### src/rtl/iic_adda_pkg.sv
// Shared definitions for the PCF8591 AD/DA IIC scheduler.
// Holds the FSM state encoding, the default control bytes, bus widths and
// the default watchdog limit.
package iic_adda_pkg;

    localparam int unsigned ADDR_W = 16;
    localparam int unsigned DATA_W = 8;
    localparam int unsigned WDOG_W = 21;

    localparam logic [DATA_W-1:0] AD_CTRL_DEF = 8'h40;
    localparam logic [DATA_W-1:0] DA_CTRL_DEF = 8'h40;
    localparam logic [WDOG_W-1:0] TIMEOUT_DEF = 21'd1_999_999;

    typedef enum logic [1:0] {
        ST_IDLE  = 2'd0,
        ST_ISSUE = 2'd1,
        ST_WAIT  = 2'd2,
        ST_DONE  = 2'd3
    } state_t;

endpackage

### src/rtl/iic_watchdog.sv
// Transaction watchdog: counts WAIT cycles and flags when the limit is hit.
// Ports: clk, rst_n (sync, active-low), clr (zero the count),
//        en (count this cycle), expired (count == TIMEOUT_MAX).
module iic_watchdog
    import iic_adda_pkg::*;
#(
    parameter logic [WDOG_W-1:0] TIMEOUT_MAX = TIMEOUT_DEF
) (
    input  logic clk,
    input  logic rst_n,
    input  logic clr,
    input  logic en,
    output logic expired
);

    logic [WDOG_W-1:0] count;

    // Saturates at the limit so the count never wraps back to zero.
    always_ff @(posedge clk) begin
        if (!rst_n) begin
            count <= '0;
        end else if (clr) begin
            count <= '0;
        end else if (en && (count != TIMEOUT_MAX)) begin
            count <= count + WDOG_W'(1);
        end
    end

    assign expired = (count == TIMEOUT_MAX);

endmodule

### src/rtl/iic_adda_sched.sv
// Round-robin scheduler sharing one IIC master between the ADC-read and
// DAC-write paths of the PCF8591 board.
// Ports: ad_req/ad_gnt/ad_done/ad_data      - ADC read requester
//        da_req/da_data/da_gnt/da_done      - DAC write requester
//        iic_rd_en/iic_wr_en/iic_addr/iic_wr_data/iic_rd_data/iic_done - master
//        timeout_err                        - watchdog abort pulse
module iic_adda_sched
    import iic_adda_pkg::*;
#(
    parameter logic [DATA_W-1:0] AD_CTRL_BYTE = AD_CTRL_DEF,
    parameter logic [DATA_W-1:0] DA_CTRL_BYTE = DA_CTRL_DEF,
    parameter logic [WDOG_W-1:0] TIMEOUT_MAX  = TIMEOUT_DEF
) (
    input  logic              clk,
    input  logic              rst_n,
    input  logic              ad_req,
    output logic              ad_gnt,
    output logic              ad_done,
    output logic [DATA_W-1:0] ad_data,
    input  logic              da_req,
    input  logic [DATA_W-1:0] da_data,
    output logic              da_gnt,
    output logic              da_done,
    output logic              iic_rd_en,
    output logic              iic_wr_en,
    output logic [ADDR_W-1:0] iic_addr,
    output logic [DATA_W-1:0] iic_wr_data,
    input  logic [DATA_W-1:0] iic_rd_data,
    input  logic              iic_done,
    output logic              timeout_err
);

    state_t state, state_nxt;
    logic   owner_da, owner_da_nxt;
    logic   last_da, last_da_nxt;
    logic   ad_gnt_nxt, da_gnt_nxt, ad_done_nxt, da_done_nxt;
    logic   rd_en_nxt, wr_en_nxt, timeout_nxt;
    logic   [ADDR_W-1:0] addr_nxt;
    logic   [DATA_W-1:0] wr_data_nxt, ad_data_nxt;
    logic   pick_da, expired;

    iic_watchdog #(.TIMEOUT_MAX(TIMEOUT_MAX)) u_wdog (
        .clk     (clk),
        .rst_n   (rst_n),
        .clr     (state == ST_ISSUE),
        .en      (state == ST_WAIT),
        .expired (expired)
    );

    // DA wins when it is the only requester, or on a tie when AD went last.
    assign pick_da = da_req && (!ad_req || !last_da);

    // Next-state and next-output logic; every output is registered below.
    always_comb begin
        state_nxt    = state;
        owner_da_nxt = owner_da;
        last_da_nxt  = last_da;
        rd_en_nxt    = 1'b0;
        wr_en_nxt    = 1'b0;
        ad_done_nxt  = 1'b0;
        da_done_nxt  = 1'b0;
        timeout_nxt  = 1'b0;
        addr_nxt     = iic_addr;
        wr_data_nxt  = iic_wr_data;
        ad_data_nxt  = ad_data;

        case (state)
            ST_IDLE: begin
                if (ad_req || da_req) begin
                    state_nxt    = ST_ISSUE;
                    owner_da_nxt = pick_da;
                    if (pick_da) begin
                        wr_en_nxt   = 1'b1;
                        wr_data_nxt = da_data;
                        addr_nxt    = {8'h00, DA_CTRL_BYTE};
                    end else begin
                        rd_en_nxt   = 1'b1;
                        addr_nxt    = {8'h00, AD_CTRL_BYTE};
                    end
                end
            end
            ST_ISSUE: begin
                state_nxt = ST_WAIT;
            end
            ST_WAIT: begin
                // Completion takes priority over a watchdog hit in the same cycle.
                if (iic_done) begin
                    state_nxt   = ST_DONE;
                    ad_done_nxt = !owner_da;
                    da_done_nxt = owner_da;
                    if (!owner_da) begin
                        ad_data_nxt = iic_rd_data;
                    end
                end else if (expired) begin
                    state_nxt   = ST_IDLE;
                    timeout_nxt = 1'b1;
                    last_da_nxt = owner_da;
                end
            end
            ST_DONE: begin
                state_nxt   = ST_IDLE;
                last_da_nxt = owner_da;
            end
            default: begin
                state_nxt = ST_IDLE;
            end
        endcase

        ad_gnt_nxt = (state_nxt != ST_IDLE) && !owner_da_nxt;
        da_gnt_nxt = (state_nxt != ST_IDLE) && owner_da_nxt;
    end

    // State and output registers.
    always_ff @(posedge clk) begin
        if (!rst_n) begin
            state       <= ST_IDLE;
            owner_da    <= 1'b0;
            last_da     <= 1'b1;
            ad_gnt      <= 1'b0;
            da_gnt      <= 1'b0;
            ad_done     <= 1'b0;
            da_done     <= 1'b0;
            ad_data     <= '0;
            iic_rd_en   <= 1'b0;
            iic_wr_en   <= 1'b0;
            iic_addr    <= '0;
            iic_wr_data <= '0;
            timeout_err <= 1'b0;
        end else begin
            state       <= state_nxt;
            owner_da    <= owner_da_nxt;
            last_da     <= last_da_nxt;
            ad_gnt      <= ad_gnt_nxt;
            da_gnt      <= da_gnt_nxt;
            ad_done     <= ad_done_nxt;
            da_done     <= da_done_nxt;
            ad_data     <= ad_data_nxt;
            iic_rd_en   <= rd_en_nxt;
            iic_wr_en   <= wr_en_nxt;
            iic_addr    <= addr_nxt;
            iic_wr_data <= wr_data_nxt;
            timeout_err <= timeout_nxt;
        end
    end

endmodule

### config.mk
export PLATFORM = sky130hd
export DESIGN_NAME = iic_adda_sched
export DESIGN_NICKNAME = d
export VERILOG_FILES = /design/src/rtl/iic_adda_pkg.sv /design/src/rtl/iic_watchdog.sv /design/src/rtl/iic_adda_sched.sv
export SDC_FILE = /design/constraint.sdc
export NUM_CORES = 1
export LEC_CHECK = 0
export BUFFER_PORTS_ARGS = -buffer_cell sky130_fd_sc_hd__buf_2
export CORE_MARGIN = 10
export CORE_UTILIZATION = 46
export DETAILED_ROUTE_END_ITERATION = 7
export GPL_TIMING_DRIVEN = 0
export HOLD_SLACK_MARGIN = 0.06
export PLACE_DENSITY = 0.71
export SETUP_SLACK_MARGIN = 0.2
export SYNTH_ARGS = -nofsm -noshare
export SYNTH_HDL_FRONTEND = slang
export SYNTH_SLANG_ARGS = --single-unit
export TNS_END_PERCENT = 5
### constraint.sdc
create_clock -name clk -period 1.4 [get_ports clk]
set_input_delay 0.07 -clock clk [delete_from_list [all_inputs] [get_ports clk]]
set_output_delay 0.07 -clock clk [all_outputs]
set_load 0.02 [all_outputs]
==> impl_metrics.toml <==
[status]
status = "finished, violations left"
violations = "setup timing"

[timing]
finalMaxSlewViolations = 0
setup_viol = 30
min_period_ns = 1.56
rsz0062_at_grt = "yes"
timing.final.ws_setup_ns = -0.160
hold_viol_final = 0
period_share_pct = 111
slew_headroom_pct = 66.5
fin_worst_skew_ns = 0.00267
max_freq_mhz = 641
whs_ns = 0.0720
worst_pin_slew_ns = 0.503

[drt]
post_drt_wl_per_cell_um = 13.6
drtIter0Drc = 98
ant_nets = 0
wirelength_mm = 5.29
vias = 1929
drc = 0
viasPerCell = 4.96
first_pass_iters = 4

[global_routing]
grtUsageTotal_pct = 14.4
grt_pass1_wl_mm = 9.10
antenna_found_initial = 0
overflow = 0
grt_pass1_vias = 1981
grt_start_max_net_pins = 15

[worst_setup_path]
critPathLaunchType = "register"
ff2ff_setup_slack_ns = -0.16
reg2reg_from = "u_wdog.count[4]"
crit_type = "register to register"
r2r-end = "u_wdog.count[11]"
path_max_fanout = 5
cp-end-kind = "register"
arrival_ns = 1.79
rr_worst_depth = 5
cp.required_ns = 1.63

[clock_tree]
clk_path_buf_depth = 2
clkTransAtPathRegs_ns = 0.09
cts_root_buf = "clkbuf_8"
cts_buffers = 5
cts_tree = "done"
h-tree-depth = 2
cts.sinks = 49
clock_latency_ns = 0.30

[finish]
final_util_pct = 64.8
diodes = 0
syn_to_final_growth_pct = 38.0
num-nets-final = 356
drive_above_1_share_pct = 34.9

[min_path]
hold_start = "iic_done"
hold_end = "state[0]"
hold_path_depth = 3
hold_path_class = "input port to register"

[synthesis]
synth_xor_area_share_pct = 4.81
post_synth.cell_area_avg_um2 = 9.00
synthMuxAreaShare_pct = 4.58
syn_inst = 243
yosysSeqAreaShare_pct = 44.9
synth_warnings = 0
synth_seq_cells = 49
synth_top_family_by_area = "simple AND/OR/NAND/NOR gates"
synth_cell_type_count = 40
synth-simple-area-share_pct = 27.0
synth_compound_area_share_pct = 10.9
synth-adder-area-share_pct = 0.572
synth_area_mm2 = 0.00219

[floorplan]
die_h_um = 89.0
start_util_pct = 46.9
die_area_mm2 = 0.00791
rows = 25
die_x_um = 89.0
core_mm2 = 0.00466
ios = 60

[placement]
place_congestion = 0.795
place_ws_ns = -0.279
portBuffers = 44
dp_hpwl_mm = 3.55

[power]
power_density_mw_per_mm2 = 938
p_leak_nw = 1.31
peakVddDrop_v = 0.000843

[job]
drv_cap = 0
-- flip-flops by register name, indices dropped and copies added (netlist names) --
register	cells
u_wdog.count	21
ad_data	8
iic_wr_data	8
state	2
ad_done	1
ad_gnt	1
da_done	1
da_gnt	1
iic_addr	1
iic_rd_en	1
iic_wr_en	1
last_da	1
owner_da	1
timeout_err	1
-- cell usage after synthesis --
master     n  area [µm²]
or2_2      1        6.26
o211ai_4   1        21.3
o21a_1     2        15.0
clkbuf_1   5        18.8
nand4_1    5        31.3
a21oi_1    9        45.0
inv_1      2        7.51
nand2_1   28         105
o21ai_1    5        25.0
nor2_1    19        71.3
and2_1     2        12.5
mux2i_1   10         100
a21boi_0   9        67.6
or3_1      7        43.8
and4_1     3        26.3
nand3_1    6        30.0
conb_1     1        3.75
o21ai_2    1        8.76
o21ai_0    4        20.0
and3_1     7        43.8
xor2_1     7        61.3
nand4_2    1        12.5
ha_1       1        12.5
nand3_2    1        10.0
nor2b_1   13        81.3
o211ai_1   2        15.0
nor3_1     7        35.0
dfxtp_1   49         981
o211ai_2   1        12.5
and4b_1    1        10.0
nor4_1     3        18.8
buf_4     16         120
o31ai_1    1        7.51
nor4b_2    1        15.0
or4_1      1        7.51
buf_2      2        10.0
nor3_2     1        10.0
nor3b_1    1        7.51
nand2b_1   2        12.5
xnor2_1    5        43.8
-- report_power, final --
group / switching, mW / internal [mW] / leakage, nW
sequential: 0.0304 / 1.44 / 0.406
clock: 0.462 / 0.447 / 0.0542
combinational: 0.247 / 0.206 / 0.853
-- metrics by stage --
| step | area (µm²) | setup TNS, ns | instances | power (mW) |
|---|---|---|---|---|
| final | 3020 | -2.13 | 389 | 2.83 |
| after global routing | 3020 | -5.41 | 389 | 2.97 |
| after CTS | 2980 | -2.02 | 388 | 2.86 |
| after detailed placement | 2550 | -6.83 | 355 | 1.89 |
| after global placement | 2550 | -6.13 | 355 | 1.88 |
| after floorplan | 2260 | -0.808 | 257 | 1.77 |
-- layout by cell type (no fill, tap or decap), drive strengths merged --
master	Yosys	final
or4	1	1
nor3b	1	1
conb	1	15
mux2i	10	10
or3	7	7
o211ai	4	5
dlygate4sd3	0	17
nand2b	2	2
clkinv	0	1
a21oi	9	9
nand2	28	28
o21ai	10	10
inv	2	2
nor4	3	3
dfxtp	49	49
nor3	8	8
clkbuf	5	12
o21a	2	2
and3	7	7
nand4	6	6
ha	1	1
nor2	19	19
xor2	7	7
or2	1	1
nor4b	1	1
o31ai	1	1
and2	2	2
a21boi	9	9
nor2b	13	13
xnor2	5	5
and4b	1	1
and4	3	3
buf	18	70
nand3	7	7
-- cell families (layout without fill, tap and decap cells) --
group / after synthesis / after routing
AO/OA/AOI/OAI: 35 / 36
XOR/XNOR: 12 / 12
adder cells (fa/ha/maj): 1 / 1
buffers and inverters: 25 / 102
flip-flops: 49 / 49
multiplexers: 10 / 10
other: 1 / 15
AND/OR/NAND/NOR: 110 / 110
-- worst max-delay path, cell delays in order (launching register included) --
cell and delay (ns):
dfxtp_1 0.37, and3_1 0.22, and3_2 0.27, o211ai_4 0.12
or3_1 0.36, a21oi_1 0.14
-- metal layers --
metal | global-route usage, % | share of wire [%] | vias up
met2 | 24.9 | 48 | 45
li1 | - | - | 994
met1 | 15.8 | 43 | 884
met3 | 6.02 | 8.3 | 6
met5 | 0 | 0 | -
met4 | 4.19 | 1.1 | 0
-- how the worst max path moves through the flow --
stage                                start  depth (start not counted)  slack [ns]               end
final                      u_wdog.count[4]                          5       -0.16  u_wdog.count[11]
after global routing      u_wdog.count[12]                          6       -0.24   u_wdog.count[2]
after CTS                 u_wdog.count[12]                          6       -0.12  u_wdog.count[11]
after detailed placement  u_wdog.count[10]                          5       -0.28            ad_gnt
after global placement    u_wdog.count[10]                          5       -0.30            ad_gnt
after floorplan           u_wdog.count[12]                          5       -0.09            ad_gnt
-- cell type report --
type	count	area [µm²]
fill	401	1640
multi-input combinational	184	1210
sequential	49	1010
timing repair buffer	69	454
buffer	23	166
clock buffer	7	96.3
tap	54	67.6
inverter	2	7.51
clock inverter	1	5.00
-- timing repair --
item,in CTS,in global routing
hold buffers,17,0
pin swaps,13,5
gates cloned,1,0
setup endpoints to repair,44,44
gates resized for setup,37,5
hold endpoints to repair,17,0
buffers inserted,7,1
No activity file was read; power rests on OpenSTA's default activity.
